**src/rtl/sad_pe_search.sv**
```systemverilog
// -----------------------------------------------------------------------------
// sad_pe_search
//
// Motion-estimation processing element. For each accepted pixel it takes the
// absolute difference between the reference pixel R and one of two search
// lanes (s1 or s2). It accumulates a saturating sum of absolute differences
// (SAD) over BLOCK_PIXELS pixels per candidate, for NUM_CANDS candidates per
// search. It keeps the smallest SAD seen in the search and the index of the
// candidate that produced it. R is re-registered onto Rpipe every cycle so that
// PEs can be chained into a systolic array.
//
// Optional build macro: ME_PE_SATFLAG_EN
//   When defined, the block adds the output sat_flag. sat_flag is registered
//   together with sad and is high when the reported candidate saturated at any
//   pixel. The SAD value is identical with or without the macro.
//
// Ports
//   clock        in   rising-edge clock
//   reset_n      in   asynchronous active-low reset
//   start        in   begin a new search in any state (the pixel in this cycle
//                     is discarded)
//   pix_valid    in   R/s1/s2/s1s2mux carry a pixel this cycle
//   R            in   reference pixel
//   s1, s2       in   search pixels, lanes 1 and 2
//   s1s2mux      in   1 selects s1, 0 selects s2
//   Rpipe        out  R delayed by one cycle
//   busy         out  high while accumulating
//   sad_valid    out  one-cycle pulse: sad/cand_idx/best_* describe a finished
//                     candidate
//   sad          out  SAD of the last finished candidate (held)
//   cand_idx     out  index of the last finished candidate (held)
//   best_sad     out  minimum SAD in the current search (all ones when empty)
//   best_idx     out  candidate index of best_sad
//   search_done  out  one-cycle pulse with the last candidate's sad_valid
//   sat_flag     out  (ME_PE_SATFLAG_EN only) the candidate saturated
//   o_dbg_state  out  FSM state: 0 IDLE, 1 ACCUM, 2 DONE
//
// Handshake: a pixel is consumed on a rising edge where the state is ACCUM,
// pix_valid=1 and start=0. There is no back-pressure. sad_valid and
// search_done are single-cycle strobes with no acknowledge.
// -----------------------------------------------------------------------------
module sad_pe_search #(
    parameter int PIXEL_W      = 8,
    parameter int ACC_W        = 16,
    parameter int BLOCK_PIXELS = 256,
    parameter int NUM_CANDS    = 16,
    parameter int CNT_W        = $clog2(BLOCK_PIXELS) + 1,
    parameter int IDX_W        = $clog2(NUM_CANDS) + 1
) (
    input  logic               clock,
    input  logic               reset_n,
    input  logic               start,
    input  logic               pix_valid,
    input  logic [PIXEL_W-1:0] R,
    input  logic [PIXEL_W-1:0] s1,
    input  logic [PIXEL_W-1:0] s2,
    input  logic               s1s2mux,
    output logic [PIXEL_W-1:0] Rpipe,
    output logic               busy,
    output logic               sad_valid,
    output logic [ACC_W-1:0]   sad,
    output logic [IDX_W-1:0]   cand_idx,
    output logic [ACC_W-1:0]   best_sad,
    output logic [IDX_W-1:0]   best_idx,
    output logic               search_done,
`ifdef ME_PE_SATFLAG_EN
    output logic               sat_flag,
`endif
    output logic [1:0]         o_dbg_state
);

    localparam logic [1:0] ST_IDLE  = 2'd0;
    localparam logic [1:0] ST_ACCUM = 2'd1;
    localparam logic [1:0] ST_DONE  = 2'd2;

    localparam logic [CNT_W-1:0] LAST_PIX  = CNT_W'(BLOCK_PIXELS - 1);
    localparam logic [IDX_W-1:0] LAST_CAND = IDX_W'(NUM_CANDS - 1);

    logic [1:0]         r_state;
    logic [PIXEL_W-1:0] r_rpipe;
    logic [CNT_W-1:0]   r_pix_cnt;
    logic [IDX_W-1:0]   r_cand_cnt;
    logic [ACC_W-1:0]   r_acc;
    logic [ACC_W-1:0]   r_sad;
    logic [IDX_W-1:0]   r_cand_idx;
    logic [ACC_W-1:0]   r_best_sad;
    logic [IDX_W-1:0]   r_best_idx;
    logic               r_sad_valid;
    logic               r_search_done;

    logic [PIXEL_W-1:0] w_sel;
    logic [PIXEL_W:0]   w_diff_s;
    logic [PIXEL_W:0]   w_diff_mag;
    logic [ACC_W-1:0]   w_diff_ext;
    logic [ACC_W:0]     w_sum;
    logic               w_first_pix;
    logic               w_last_pix;
    logic               w_last_cand;
    logic               w_carry;
    logic [ACC_W-1:0]   w_acc_next;
    logic               w_better;

    assign w_sel = s1s2mux ? s1 : s2;

    // (PIXEL_W+1)-bit two's-complement difference. Negate it when the result
    // is negative. The magnitude always fits in PIXEL_W bits.
    assign w_diff_s   = {1'b0, R} - {1'b0, w_sel};
    assign w_diff_mag = w_diff_s[PIXEL_W] ? (~w_diff_s + 1'b1) : w_diff_s;
    assign w_diff_ext = ACC_W'(w_diff_mag[PIXEL_W-1:0]);

    assign w_first_pix = (r_pix_cnt == '0);
    assign w_last_pix  = (r_pix_cnt == LAST_PIX);
    assign w_last_cand = (r_cand_cnt == LAST_CAND);

    // Add one bit of headroom so a carry out of ACC_W can be detected.
    // Once the accumulator saturates to all ones, any further non-zero
    // difference carries again. The value therefore stays pinned at the
    // maximum until the candidate ends.
    assign w_sum      = {1'b0, r_acc} + {1'b0, w_diff_ext};
    assign w_carry    = !w_first_pix && w_sum[ACC_W];
    assign w_acc_next = w_first_pix ? w_diff_ext :
                        (w_carry ? {ACC_W{1'b1}} : w_sum[ACC_W-1:0]);

    // Strict less-than, so ties keep the earlier candidate. Candidate 0
    // always seeds the best value.
    assign w_better = (r_cand_cnt == '0) || (w_acc_next < r_best_sad);

`ifdef ME_PE_SATFLAG_EN
    logic r_sat_acc;
    logic r_sat_flag;
    logic w_sat_next;

    // Sticky per-candidate saturation. It is cleared on the first pixel.
    assign w_sat_next = !w_first_pix && (r_sat_acc || w_carry);

    always_ff @(posedge clock or negedge reset_n) begin
        if (!reset_n) begin
            r_sat_acc  <= 1'b0;
            r_sat_flag <= 1'b0;
        end else if (start) begin
            r_sat_acc <= 1'b0;
        end else if (r_state == ST_ACCUM && pix_valid) begin
            r_sat_acc <= w_sat_next;
            if (w_last_pix) begin
                r_sat_flag <= w_sat_next;
            end
        end
    end

    assign sat_flag = r_sat_flag;
`endif

    always_ff @(posedge clock or negedge reset_n) begin
        if (!reset_n) begin
            r_state       <= ST_IDLE;
            r_rpipe       <= '0;
            r_pix_cnt     <= '0;
            r_cand_cnt    <= '0;
            r_acc         <= '0;
            r_sad         <= '0;
            r_cand_idx    <= '0;
            r_best_sad    <= {ACC_W{1'b1}};
            r_best_idx    <= '0;
            r_sad_valid   <= 1'b0;
            r_search_done <= 1'b0;
        end else begin
            r_rpipe       <= R;
            r_sad_valid   <= 1'b0;
            r_search_done <= 1'b0;
            if (start) begin
                // Aborting a search emits no pulses. sad/cand_idx keep the
                // last completed result.
                r_state    <= ST_ACCUM;
                r_pix_cnt  <= '0;
                r_cand_cnt <= '0;
                r_acc      <= '0;
                r_best_sad <= {ACC_W{1'b1}};
                r_best_idx <= '0;
            end else begin
                case (r_state)
                    ST_IDLE: begin
                        r_state <= ST_IDLE;
                    end
                    ST_ACCUM: begin
                        if (pix_valid) begin
                            r_acc <= w_acc_next;
                            if (w_last_pix) begin
                                r_pix_cnt   <= '0;
                                r_cand_cnt  <= r_cand_cnt + IDX_W'(1);
                                r_sad       <= w_acc_next;
                                r_cand_idx  <= r_cand_cnt;
                                r_sad_valid <= 1'b1;
                                if (w_better) begin
                                    r_best_sad <= w_acc_next;
                                    r_best_idx <= r_cand_cnt;
                                end
                                if (w_last_cand) begin
                                    r_state       <= ST_DONE;
                                    r_search_done <= 1'b1;
                                end
                            end else begin
                                r_pix_cnt <= r_pix_cnt + CNT_W'(1);
                            end
                        end
                    end
                    ST_DONE: begin
                        r_state <= ST_IDLE;
                    end
                    default: begin
                        r_state <= ST_IDLE;
                    end
                endcase
            end
        end
    end

    assign Rpipe       = r_rpipe;
    assign busy        = (r_state == ST_ACCUM);
    assign sad_valid   = r_sad_valid;
    assign sad         = r_sad;
    assign cand_idx    = r_cand_idx;
    assign best_sad    = r_best_sad;
    assign best_idx    = r_best_idx;
    assign search_done = r_search_done;
    assign o_dbg_state = r_state;

endmodule

```
**config.mk**
```make
export PLATFORM = sky130hd
export DESIGN_NAME = sad_pe_search
export DESIGN_NICKNAME = d
export VERILOG_FILES = /design/src/rtl/sad_pe_search.sv
export SDC_FILE = /design/constraint.sdc
export NUM_CORES = 1
export LEC_CHECK = 0
export CAP_MARGIN = 20
export CORE_MARGIN = 2
export CORE_UTILIZATION = 50
export CTS_BUF_LIST = sky130_fd_sc_hd__clkbuf_2 sky130_fd_sc_hd__clkbuf_4 sky130_fd_sc_hd__clkbuf_8
export DETAILED_ROUTE_END_ITERATION = 8
export HOLD_SLACK_MARGIN = 0.08
export PLACE_DENSITY = 0.86
export SLEW_MARGIN = 10
export SYNTH_ARGS = -nofsm -noshare
export SYNTH_HDL_FRONTEND = slang
export SYNTH_SLANG_ARGS = --single-unit
```
**constraint.sdc**
```tcl
create_clock -name clock -period 5.6 [get_ports clock]
set_clock_uncertainty 0.2 [all_clocks]
set_input_delay 1.4 -clock clock [delete_from_list [all_inputs] [get_ports clock]]
set_output_delay 1.4 -clock clock [all_outputs]
set_load 0.01 [all_outputs]
```
-- Word-level counts from Yosys, hierarchy flattened
Index checks and enable logic that the tools add are counted.
- add/sub/neg operators: 5
- order comparisons: 1
- equality and inequality tests: 6
- muxes and demuxes: 39
- bitwise gates (word level): 2
- reductions and logical operators: 14
- operators by type and width (kind ; count):
    16-bit two-way mux ; 10
    5-bit two-way mux ; 9
    9-bit two-way mux ; 4
    16-bit by 8-bit adder with 17-bit output ; 1
    16-bit less-than comparator ; 1
    8-bit two-way mux ; 2
    2-bit two-way mux ; 5
    9-bit by 1-bit adder with 9-bit output (second input constant) ; 1
    9-bit by 8-bit == test with 1-bit output (second input constant) ; 1
    9-bit zero test ; 1
    1-bit two-way mux ; 9
    8-bit by 8-bit subtractor with 9-bit output ; 1
    8-bit by 1-bit adder with 8-bit output (second input constant) ; 1
    8-bit inverter ; 1
    4-bit AND reduction ; 2
    2-bit nonzero test ; 4
    3-bit by 2-bit != test with 1-bit output (second input constant) ; 2
    3-bit AND reduction ; 2
    5-bit by 1-bit adder with 5-bit output (second input constant) ; 1
    5-bit by 4-bit == test with 1-bit output (second input constant) ; 1
    5-bit zero test ; 1
    3-bit != test (second input constant) ; 1
    2-bit by 1-bit == test with 1-bit output (second input constant) ; 1
    2-bit AND reduction ; 1
    other kinds (4) ; 4
- register bits: 84
- bits of input ports: 29
- output and inout bits: 55
- logic and storage cells: 78

-- Logic depth before layout (Yosys ltp)
- word-level depth: 16
- depth in mapped cells: 29
- mapped depth without buffers: 25

-- Worst setup path after synthesis
OpenSTA, ideal clock, no wires.
- path type: in2reg
- from: input port s1s2mux
- to: register r_best_idx[3] (netlist: best_idx[3])
- library setup time: 0.120 ns
- arrival: 7.098 ns
- data required time: 5.280 ns
- slack: -1.818 ns
- stages on the path: 27
- path buffers: 2
- cell sequence: clkbuf_1 > mux2_2 > ha_1 > fa_1 > nand2b_1 > a21oi_1 > xnor2_1 > nand3_1 > o31a_1 > xor2_1 > ha_1 > a21o_1 > nor3_2 > a2111o_1 > nand2_2 > or2_1 > o21ai_0 > inv_1 > ha_1 > a211o_1 > o211ai_1 > nand4_1 > o221a_2 > nor3_2 > buf_4 > nor2b_1 > a31o_2
- cells in the longest elaborated chain, start to end: 13
- ends and longest elaborated chain (element ; RTL line ; source):
    from (decl) ; 57 ; input logic s1s2mux,
    8-bit two-way mux (*) ; 103 ; assign w_sel = s1s2mux ? s1 : s2;
    8-bit by 8-bit subtractor with 9-bit output (*) ; 107 ; assign w_diff_s = {1'b0, R} - {1'b0, w_sel};
    8-bit inverter ; 108 ; assign w_diff_mag = w_diff_s[PIXEL_W] ? (~w_diff_s + 1'b1) : w_diff_s;
    8-bit by 1-bit adder with 8-bit output ; 108 ;
    8-bit two-way mux (*) ; 108 ;
    16-bit by 8-bit adder with 17-bit output ; 119 ; assign w_sum = {1'b0, r_acc} + {1'b0, w_diff_ext};
    1-bit logical AND ; 120 ; assign w_carry = !w_first_pix && w_sum[ACC_W];
    16-bit two-way mux ; 122 ; (w_carry ? {ACC_W{1'b1}} : w_sum[ACC_W-1:0]);
    16-bit two-way mux (*) ; 121 ; assign w_acc_next = w_first_pix ? w_diff_ext :
    net w_acc_next[5] ; 100 ; logic [ACC_W-1:0] w_acc_next;
    16-bit less-than comparator (*) ; 126 ; assign w_better = (r_cand_cnt == '0) || (w_acc_next < r_best_sad);
    1-bit logical OR (*) ; 126 ;
    2-bit nonzero test (no line) (*) ; - ;
    4-bit AND reduction (no line) (*) ; - ;
    to (signal assigned) ; 195 ; r_best_idx <= r_cand_cnt;
    to (decl) ; 87 ; logic [IDX_W-1:0] r_best_idx;
Mark *: on every way through the listed nets, which the timed path passes. The rest lies on a longest branch.
A chain may end at the register's enable or synchronous reset.

-- Worst setup path in the final report
- from: input port s1[2]
- to: register r_best_idx[2] (netlist: best_idx[2])
- cells in the longest elaborated chain, start to end: 13
- ends and longest elaborated chain (element ; RTL line ; source):
    from (decl) ; 55 ; input logic [PIXEL_W-1:0] s1,
    8-bit two-way mux (*) ; 103 ;
    8-bit by 8-bit subtractor with 9-bit output (*) ; 107 ;
    8-bit inverter ; 108 ;
    8-bit by 1-bit adder with 8-bit output ; 108 ;
    8-bit two-way mux (*) ; 108 ;
    16-bit by 8-bit adder with 17-bit output (*) ; 119 ;
    1-bit logical AND ; 120 ;
    16-bit two-way mux (*) ; 122 ;
    16-bit two-way mux (*) ; 121 ;
    net w_acc_next[11] ; 100 ;
    16-bit less-than comparator (*) ; 126 ;
    1-bit logical OR (*) ; 126 ;
    2-bit nonzero test (no line) (*) ; - ;
    4-bit AND reduction (no line) (*) ; - ;
Marks and branches as above.

==> metrics list <==
- The flow ran to the end, but the final reports show violations.
* Failing checks: setup timing
- DRT iter0 DRCs: 488
- Once detail routing completed, the nets flagged for antenna violations numbered 0.
- Per report_power, the sequential group accounts for 27.9% of the total.
- Number of global-route vias before repair: 5,858
- In this design, the critical path's most frequently occurring cell is buf_4.
- H-Tree Depth: 3
* P_leak: 3.63 nW
- In the synthesized netlist the async set-or-reset flop fraction comes to 100%.
* CTS clock-pin slew for the worst setup and hold paths: 0.09 ns
- Summed over all nets, the switching power comes to 0.960 mW.
- Fraction of the mapped netlist area in adder cells: 9.46%
* Slew of the pin with the lowest slew margin: 0.943 ns
- For the worst-skew pair, the clock arrives at the later sink with an insertion delay of 0.37 ns.
* CP endpoint kind: flop
* Ratio of total power to cell area: 303 nW/um2
- Cell internal power was estimated by the tool at 1.48 mW.
- Measured against its own limit, the worst slew margin works out to 37.0%.
* Setup repair after global routing missed its margin: true
- The library cell used most frequently in the layout, excluding fill and tap cells, is buf_4.
- The number of different library cells used by synthesis comes to 78.
* Post-Synthesis Cell Area: 5320 um2
- After floorplanning, the core was sized to cover 10,300 um2.
* Simple-gate share of the synthesized area: 20.7%
- Required time of the worst setup path: 5.66 ns
- Area growth from synthesis to final layout: 51.3%
- TritonCTS built the clock tree.
- Weighted congestion at the end of routability-driven global placement: 0.903
- Peak VDD IR: 189 uV
* TritonRoute pass-1 iters: 5
* Avg WL per Cell: 20.9 um
- Pin count of the biggest net entering global routing: 85
- Compound-Gate Fraction of Synth Area: 19.2%
- Share of cell area taken by muxes after synthesis: 2.47%
- Number of violations of the max-capacitance limit: 0
* Antenna cells: 0
- The average instance in the mapped netlist occupies 8.97 um2.
* Crit path buf inv count: 5
- Hold WC Path Type: reg -> reg
- Top_reg_cell synth: dfrtp_1
- Starting Density: 51.5%
- Along the worst path, the maximum fanout reaches 7.
* Combinational family with the most area after synthesis: simple AND/OR/NAND/NOR gates
- Hold buffer count at cts: 0
- For this run, design rule violations remaining after detail routing come to 0.
- The number of nets in the synthesized netlist is 661.
* Dpl hpwl: 11,400 um
- The longest clock path from root to sink contains 2 buffers.
* Slowest stage delay, CP: 0.55 ns
* Portion of total power attributed to combinational logic: 54.3%
- After floorplanning, the core was divided into 37 placement rows.
- Across all setup checks in the final design, the least slack found is -1.37 ns.
- The clock drives 84 sinks.
* Max Clock Freq: 143 MHz
- After the flow finishes, the layout carries non-filler instances totaling 935.
- The die is 107 um tall.
- The number of antenna violations at the first check in global routing is 0.
* DRT Wirelength: 19,500 um
- Fraction of layout instances using a drive strength above 1: 33.9%
- Global routing used 30.5% of the available tracks across all layers.
- Die width: 107 um
- Synthesis inferred 84 register bits.
- Data on the critical path arrives at its endpoint at 7.03 ns.
- Final critical-path share of the clock period: 124%
* Root buf cell: clkbuf_8
- Final Net Count: 862
- The first global-routing pass estimated 27,700 um of wire.
- Number of buffers created by CTS: 9
- The slowest stage of the critical path is the or4_1 cell.
- Overall die area: 11,500 um2
- Number of standard cells after synthesis: 593
- Area of the multi-input gates: 3480 um2
- The final number of max-transition violations was 0.
- XOR/XNOR Fraction of Synth Area: 3.27%
- IO Port Bufs: 83
- Area used by sequential logic in the layout: 2120 um2
* Number of endpoints failing setup at the final stage: 21
- Count of boundary I/O pins: 84
* # placed instances: 888
* Final critical path time including I/O delays and setup: 6.97 ns
- Share of total power in the clock network: 17.8%
- Total gr overflow: 0
- In the layout the commonest cells are 115 x buf_4, 89 x nand2_1, 73 x clkdlybuf4s50_1, 68 x dfrtp_1, 34 x inv_1.
* Launching element type of the critical path: input pin
- Number of synthesized flops with an enable pin: 0
- Hold Vio Cnt, Final: 0
- Fraction of power spent switching nets: 39.4%
* Kind of cell adding the most delay to the critical path: compound AO/OA/AOI/OAI gates
- Class of the most critical setup path: in -> reg
- Per-cell via count in the routed design: 6.23
* Final sum of negative setup slack: -26.89 ns
- Proportion of synthesized chip area in sequential cells: 39.9%
- Filler instances: 578
- The routed layout has 5,826 vias.
- Synth warn: 0
-- final timing paths --
path / start / endpoint / slack, ns / depth (start not counted)
worst max-delay path: s1[2] / best_idx[2] / -1.37 / 26
worst min-delay path: sad[2] / sad[2] / 0.29 / 2
worst max register to register: r_pix_cnt[0] / best_sad[0] / 0.73 / 16
worst min register to register: sad[2] / sad[2] / 0.29 / 2
max in group asynchronous: reset_n / best_sad[11] / 3.66 / 2
min in group asynchronous: reset_n / sad[9] / 0.81 / 1
-- synthesized netlist by cell type, types with 3 or more instances --
cell type  number  area, um2
buf_2           6       30.0
nand2b_1        7       43.8
a31oi_1         8       50.1
xor2_1         11       96.3
and4_1          3       26.3
nor2_1         40        150
a211oi_1        8       60.1
and2_1          5       31.3
dfrtp_1        68       1700
ha_1           37        463
dfstp_2        16        420
a311oi_1        4       35.0
nor2b_1         8       50.1
inv_1          38        143
nand4_1         8       50.1
a211o_1         4       35.0
and3_1         11       68.8
o31ai_1         3       22.5
or4_1           3       22.5
a21oi_1        35        175
nand3_1        13       65.1
o211ai_1        6       45.0
a2111oi_0       3       26.3
o21ai_0        40        200
a21o_1          4       30.0
or2_2           3       18.8
mux2i_1        12        120
nand2_1        89        334
xnor2_1         7       61.3
clkbuf_1       16       60.1
o31a_1          3       26.3
nor3_1         13       65.1
-- timing repair --
item,4_1_cts,5_1_grt
resized for setup,67,73
pin swaps,28,39
buffers inserted,17,13
endpoints found under the setup margin,41,35
cloned,1,1
-- worst reg2reg max path, cell delays in order (launching register included) --
cell     delay (ns)
dfrtp_1        0.43
inv_1          0.09
ha_1           0.15
nor4b_2        0.25
nand2_1        0.62
or4_1          0.79
and3_4         0.23
ha_1           0.30
a211o_1        0.34
a31oi_4        0.18
nand4_1        0.13
o221a_4        0.31
nor3_4         0.27
buf_6          0.19
buf_12         0.12
nor2_1         0.04
a31oi_1        0.17
-- cell families (layout without fill, tap and decap cells) --
family / count (synthesis) / count (layout)
simple gates: 222 / 222
fa+ha+maj: 39 / 39
xor+xnor: 19 / 19
mux: 13 / 13
flops: 84 / 84
compound gates: 151 / 151
buf+inv: 65 / 271
-- registers in the layout, summed over array words and instances, names as in the netlist --
name         count
r_cand_cnt       5
o_dbg_state      2
r_pix_cnt        9
Rpipe            8
sad_valid        1
best_sad        16
cand_idx         5
r_acc           16
best_idx         5
search_done      1
sad             16
-- area by class of cell --
type | count | share of cell area [%]
Clock inverter | 6 | 0.606
Multi-Input combinational cell | 444 | 43.3
Inverter | 38 | 1.77
Sequential cell | 84 | 26.4
Timing Repair Buffer | 217 | 24.3
Tap cell | 136 | 2.11
Clock buffer | 10 | 1.63
-- power groups by stage --
stage          clock [mW]  sequential [mW]  combinational, mW
2_1_floorplan           0            0.689              0.477
3_3_place_gp            0            0.683              0.893
3_5_place_dp            0            0.684              0.938
4_1_cts             0.426            0.674               1.06
5_1_grt             0.452            0.682               1.39
6_report            0.433            0.680               1.32
-- routing by layer --
layer	up-vias	GRT usage, %	routed length, um
met4	0	17.3	1350
met2	400	55.1	9890
met3	127	5.05	1480
li1	2509	-	-
met5	-	0	0
met1	2790	33.7	6830
-- metrics by stage --
stage / util, % / hold slack (ns) / setup slack [ns] / area [um2] / total power [mW]
floorplan: - / 0.288 / -1.31 / 5400 / 1.17
global placement: 68.4 / 0.257 / -1.85 / 7060 / 1.58
detailed placement: 68.4 / 0.267 / -1.96 / 7060 / 1.62
CTS: 73.3 / 0.292 / -1.04 / 7560 / 2.16
global route: 78.0 / 0.313 / -1.55 / 8050 / 2.52
finish: 78.0 / 0.287 / -1.37 / 8050 / 2.44
Power figures use the tool's default switching activity.
